### src/rtl/countdown_timer_pkg.sv
// +------------------------------------------------------------------+
// | countdown_timer_pkg : shared timer state type and BCD constants  |
// | Revision: 1.0                                                    |
// +------------------------------------------------------------------+
`default_nettype none

package countdown_timer_pkg;

  typedef enum logic [2:0] {
    ST_IDLE    = 3'd0,
    ST_LOADED  = 3'd1,
    ST_RUNNING = 3'd2,
    ST_PAUSED  = 3'd3,
    ST_EXPIRED = 3'd4
  } timer_state_e;

  localparam logic [3:0] BCD_MAX = 4'd9;

  // Out-of-range configuration digits saturate to the largest BCD digit.
  function automatic logic [3:0] clamp_bcd(input logic [3:0] d);
    return (d > BCD_MAX) ? BCD_MAX : d;
  endfunction

endpackage

`default_nettype wire

### src/rtl/countdown_timer_bcd_digit_dec.sv
// +------------------------------------------------------------------+
// | bcd_digit_dec : combinational single-digit BCD decrement/borrow  |
// | Revision: 1.0                                                    |
// +------------------------------------------------------------------+
`default_nettype none

module bcd_digit_dec
  import countdown_timer_pkg::*;
(
  input  logic [3:0] val_i,
  output logic [3:0] dec_o,
  output logic       borrow_o
);

  assign borrow_o = (val_i == 4'd0);
  assign dec_o    = borrow_o ? BCD_MAX : (val_i - 4'd1);

endmodule

`default_nettype wire

### src/rtl/countdown_timer.sv
// +------------------------------------------------------------------+
// | countdown_timer : two-digit BCD countdown with prescaler and FSM |
// | Revision: 1.0                                                    |
// +------------------------------------------------------------------+
`default_nettype none

module countdown_timer
  import countdown_timer_pkg::*;
#(
  parameter int TICKS_PER_SEC = 50000000
) (
  input  logic       clk,
  input  logic       rst,
  input  logic       reconfig_i,
  input  logic       enable_i,
  input  logic       clear_i,
  input  logic [3:0] cfg_tens_i,
  input  logic [3:0] cfg_ones_i,
  output logic [3:0] tens_o,
  output logic [3:0] ones_o,
  output logic       time_out_pulse_o,
  output logic       running_o
);

  localparam int                 PRESC_W    = $clog2(TICKS_PER_SEC);
  localparam logic [PRESC_W-1:0] PRESC_LAST = PRESC_W'(TICKS_PER_SEC - 1);
  localparam logic [PRESC_W-1:0] PRESC_ONE  = PRESC_W'(1);

  timer_state_e       state_q, state_d;
  logic [3:0]         tens_q, tens_d, ones_q, ones_d;
  logic [PRESC_W-1:0] presc_q, presc_d;
  logic               pulse_q, pulse_d;
  logic               running_q;

  logic [3:0] ones_dec, tens_dec;
  logic       ones_borrow, tens_borrow;

  bcd_digit_dec u_dec_ones (
    .val_i   (ones_q),
    .dec_o   (ones_dec),
    .borrow_o(ones_borrow)
  );

  bcd_digit_dec u_dec_tens (
    .val_i   (tens_q),
    .dec_o   (tens_dec),
    .borrow_o(tens_borrow)
  );

  always_comb begin
    state_d = state_q;
    tens_d  = tens_q;
    ones_d  = ones_q;
    presc_d = presc_q;
    pulse_d = 1'b0;
    if (clear_i) begin
      state_d = ST_IDLE;
      tens_d  = 4'd0;
      ones_d  = 4'd0;
      presc_d = '0;
    end else if (reconfig_i) begin
      state_d = ST_LOADED;
      tens_d  = clamp_bcd(cfg_tens_i);
      ones_d  = clamp_bcd(cfg_ones_i);
      presc_d = '0;
    end else begin
      case (state_q)
        ST_LOADED: begin
          if (enable_i) begin
            if (tens_q == 4'd0 && ones_q == 4'd0) begin
              state_d = ST_EXPIRED;
              pulse_d = 1'b1;
            end else begin
              state_d = ST_RUNNING;
            end
          end
        end
        ST_PAUSED: begin
          if (enable_i) state_d = ST_RUNNING;
        end
        ST_RUNNING: begin
          if (!enable_i) begin
            state_d = ST_PAUSED;
          end else if (presc_q == PRESC_LAST) begin
            presc_d = '0;
            // Both digits borrowing would wrap 00 to 99; that count never runs.
            if (!(ones_borrow && tens_borrow)) begin
              ones_d = ones_dec;
              if (ones_borrow) tens_d = tens_dec;
              if (tens_d == 4'd0 && ones_d == 4'd0) begin
                state_d = ST_EXPIRED;
                pulse_d = 1'b1;
              end
            end
          end else begin
            presc_d = presc_q + PRESC_ONE;
          end
        end
        ST_IDLE, ST_EXPIRED: begin
        end
        default: state_d = ST_IDLE;
      endcase
    end
  end

  always_ff @(posedge clk) begin
    if (!rst) begin
      state_q   <= ST_IDLE;
      tens_q    <= 4'd0;
      ones_q    <= 4'd0;
      presc_q   <= '0;
      pulse_q   <= 1'b0;
      running_q <= 1'b0;
    end else begin
      state_q   <= state_d;
      tens_q    <= tens_d;
      ones_q    <= ones_d;
      presc_q   <= presc_d;
      pulse_q   <= pulse_d;
      running_q <= (state_d == ST_RUNNING);
    end
  end

  assign tens_o           = tens_q;
  assign ones_o           = ones_q;
  assign time_out_pulse_o = pulse_q;
  assign running_o        = running_q;

endmodule

`default_nettype wire

### config.mk
export PLATFORM = sky130hd
export DESIGN_NAME = countdown_timer
export DESIGN_NICKNAME = d
export VERILOG_FILES = /design/src/rtl/countdown_timer_pkg.sv /design/src/rtl/countdown_timer_bcd_digit_dec.sv /design/src/rtl/countdown_timer.sv
export SDC_FILE = /design/constraint.sdc
export NUM_CORES = 1
export LEC_CHECK = 0
export BUFFER_PORTS_ARGS = -buffer_cell sky130_fd_sc_hd__clkbuf_2
export CAP_MARGIN = 20
export CORE_MARGIN = 3
export CORE_UTILIZATION = 58
export CTS_BUF_LIST = sky130_fd_sc_hd__clkbuf_16
export DETAILED_ROUTE_END_ITERATION = 12
export GPL_TIMING_DRIVEN = 1
export PLACE_DENSITY = 0.82
export SLEW_MARGIN = 20
export SYNTH_ARGS = -nofsm -noshare
export SYNTH_HDL_FRONTEND = slang
export SYNTH_SLANG_ARGS = --single-unit
### constraint.sdc
create_clock -name clk -period 2 [get_ports clk]
set_input_delay 0.2 -clock clk [delete_from_list [all_inputs] [get_ports clk]]
set_output_delay 0.2 -clock clk [all_outputs]
set_load 0.1 [all_outputs]
==> impl_metrics.toml <==
[job]
cap_viol_max_count = 0

[global_routing]
grtUsageTotal_pct = 23.1
grt_pass1_wl_mm = 7.65
grt_max_degree = 19
antenna_found_initial = 0
overflow = 0
first_global_vias = 1669

[clock_network]
cts-root-buf = "clkbuf_16"
cts_tree = "built"
post-cts-setup-buffers = 0
path_clk_slew_ns = 0.05
h-tree-depth = 2
numCtsBuffers = 5
cts_buffer_depth = 2
clock_latency_ns = 0.28
cts_num_sinks = 39

[floorplan]
die_area_um2 = 4340
rows = 21
die_height_um = 65.9
ios = 23
die_w_um = 65.9
start_util_pct = 61.3
coreArea_um2 = 3390

[setup_path]
crit_slowest_cell = "nor4b_4"
critPathTopFamily = "simple AND/OR/NAND/NOR gates"
worstPathRequired_ns = 2.16
crit_path_cell_trace = "ha_1, nor3b_2, nand4_4, nor4b_4, a31oi_1, o311a_1"
timing.rr.start = "presc_q[0]"
end_kind = "flop"
cp_max_fo = 7
startpoint_type = "flop"
critPathKind = "reg2reg"
r2r_slack_ns = 0.08
cp_num_buf_inv = 0
cpPeakStageDelay_ns = 0.38
rr_worst_depth = 6
reg2reg_to = "ones_o[3]"
arrival_ns = 2.09

[timing]
final-hold-violation-count = 0
rsz0062_at_grt = "yes"
fmax_mhz = 520
finalSetupViolations = 0
slew_viol_final = 0
post-route-period-util_pct = 96.2
slew_headroom_pct = 63.3
whs_ns = 0.140
setup_tns_ns = 0
worstMarginPinSlew_ns = 0.553
clock_skew_ns = 0.00344
period_needed_ns = 1.92

[place]
placement.io_buffers = 22
dp_hpwl_mm = 3.14
routabilityCongestion = 0.842

[logic_synthesis]
synth-seq-cells = 39
synthArstFlopShare_pct = 0
synth.distinct_cells = 47
synth_enable_flop_cells = 0
synth_top_family_by_area = "simple AND/OR/NAND/NOR gates"
yosysSeqAreaShare_pct = 37.6
synthAdderAreaFrac_pct = 0.602
synth_area_per_cell_um2 = 8.55
synth.cell_area_um2 = 2080
synth_warnings = 0
synth.area.mux_share_pct = 2.47
syn_inst = 243
synth-simple-area-share_pct = 38.8
synth_xor_area_share_pct = 10.5
synth_fp_nets = 257
synth_compound_area_share_pct = 6.98
ys.flop_type = "dfxtp_1"

[route]
dr.max_layer_used = "met4"
vias = 1778
drt_iter0_drc = 134
drt_pass1_iterations = 4
met1_length_mm = 1.91
drc_errors = 0
routed_wl_mm = 4.29
postRouteAntennaNets = 0
wl_met2_mm = 2.10
dr_wl_met3_um = 196
vias_per_cell = 5.57
wire_per_inst_um = 13.4

[cells_and_area]
area_growth_pct = 16.5
drive_above_1_share_pct = 20.5
final_common_cell = "nor2_1"
filler_cell_count = 271
final_cell_mix = "nor2_1, dfxtp_1, nand2_1, clkbuf_2, xnor2_1"
nNetsFinal = 288
antennaDiodeCount = 0

[power]
ir_worst_vdd_uv = 351
p_leak_nw = 0.851
p_per_area_nw_per_um2 = 674
p_total_mw = 1.63

[worst_hold_path]
hold_depth = 3
worst_hold_path.endpoint = "ones_o[2]"
hp-start = "cfg_ones_i[2]"
hold_class = "in2reg"

[outcome]
status = "finished, final reports clean"
## flip-flops by register name, indices dropped and copies added (netlist names)
name / count
tens_o: 4
time_out_pulse_o: 1
ones_o: 4
running_o: 1
presc_q: 26
state_q: 3
## how the worst max path moves through the flow
stage | cells past startpoint | start | endpoint | slack, ns
6_report | 6 | presc_q[0] | ones_o[3] | 0.08
5_1_grt | 6 | presc_q[0] | ones_o[3] | -0.04
4_1_cts | 6 | presc_q[0] | ones_o[3] | 0.04
3_5_place_dp | 6 | presc_q[0] | ones_o[3] | 0.08
3_3_place_gp | 6 | presc_q[0] | ones_o[3] | 0.19
2_1_floorplan | 4 | ones_o[1] | ones_o[3] | 0.01
## logic make-up after synthesis
group,Yosys count
buffers and inverters,14
AND/OR/NAND/NOR,137
flip-flops,39
XOR/XNOR,25
AO/OA/AOI/OAI,22
multiplexers,5
adder cells (fa/ha/maj),1
## worst min-delay path: stages
cell,delay [ns]
clkbuf_2,0.08
nand2_1,0.04
o21ai_1,0.06
## through the flow
step / std cells / setup slack [ns] / instance area (um^2) / utilization (%)
after floorplan: 243 / 0.0134 / 2090 / -
after global placement: 313 / 0.187 / 2290 / 67.6
after detailed placement: 313 / 0.0812 / 2290 / 67.6
after CTS: 319 / 0.0406 / 2420 / 71.4
after global routing: 319 / -0.0356 / 2420 / 71.4
final: 319 / 0.0759 / 2420 / 71.4
## routing by layer
metal / vias to the layer above / global-route usage [%]
li1: 919 / -
met1: 810 / 28.9
met5: - / 0
met2: 40 / 38.2
met3: 9 / 5.61
met4: 0 / 8.55
## where the power goes
group | total [mW] | switching [mW] | internal (mW)
logic | 0.126 | 0.0874 | 0.0387
registers | 0.794 | 0.00917 | 0.784
clock network | 0.713 | 0.271 | 0.442
## final cells by class
type	count	area (um^2)	share of cell area [%]
Clock buffer	5	125	5.17
Clock inverter	1	3.75	0.155
Inverter	5	18.8	0.775
Multi-Input combinational cell	190	1240	51.3
Sequential cell	39	782	32.3
Tap cell	46	57.6	2.38
Timing Repair Buffer	33	193	7.96
## cell usage after synthesis (3+ instances only)
cell      number  area, um^2
nand2_1       23        86.3
xnor2_1       20         175
nor2_1        45         169
and3_1         3        18.8
nand2b_1       4        25.0
dfxtp_1       39         781
nand4_1        5        31.3
nor3_1         8        40.0
nor2b_1        4        25.0
inv_1          5        18.8
nor4_2         5        62.6
xor2_1         5        43.8
a21oi_1        5        25.0
buf_2          5        25.0
nand3_1       11        55.1
and4_1         5        43.8
nand4_4        3        63.8
mux2i_1        4        40.0
nor4_1        10        62.6
o21ai_1        3        15.0
## what timing repair did
item                       in CTS  in global routing
hold buffers                    0                  0
setup endpoints to repair       0                 11
gates resized for setup         0                  1
(Power assumes the default switching activity.)
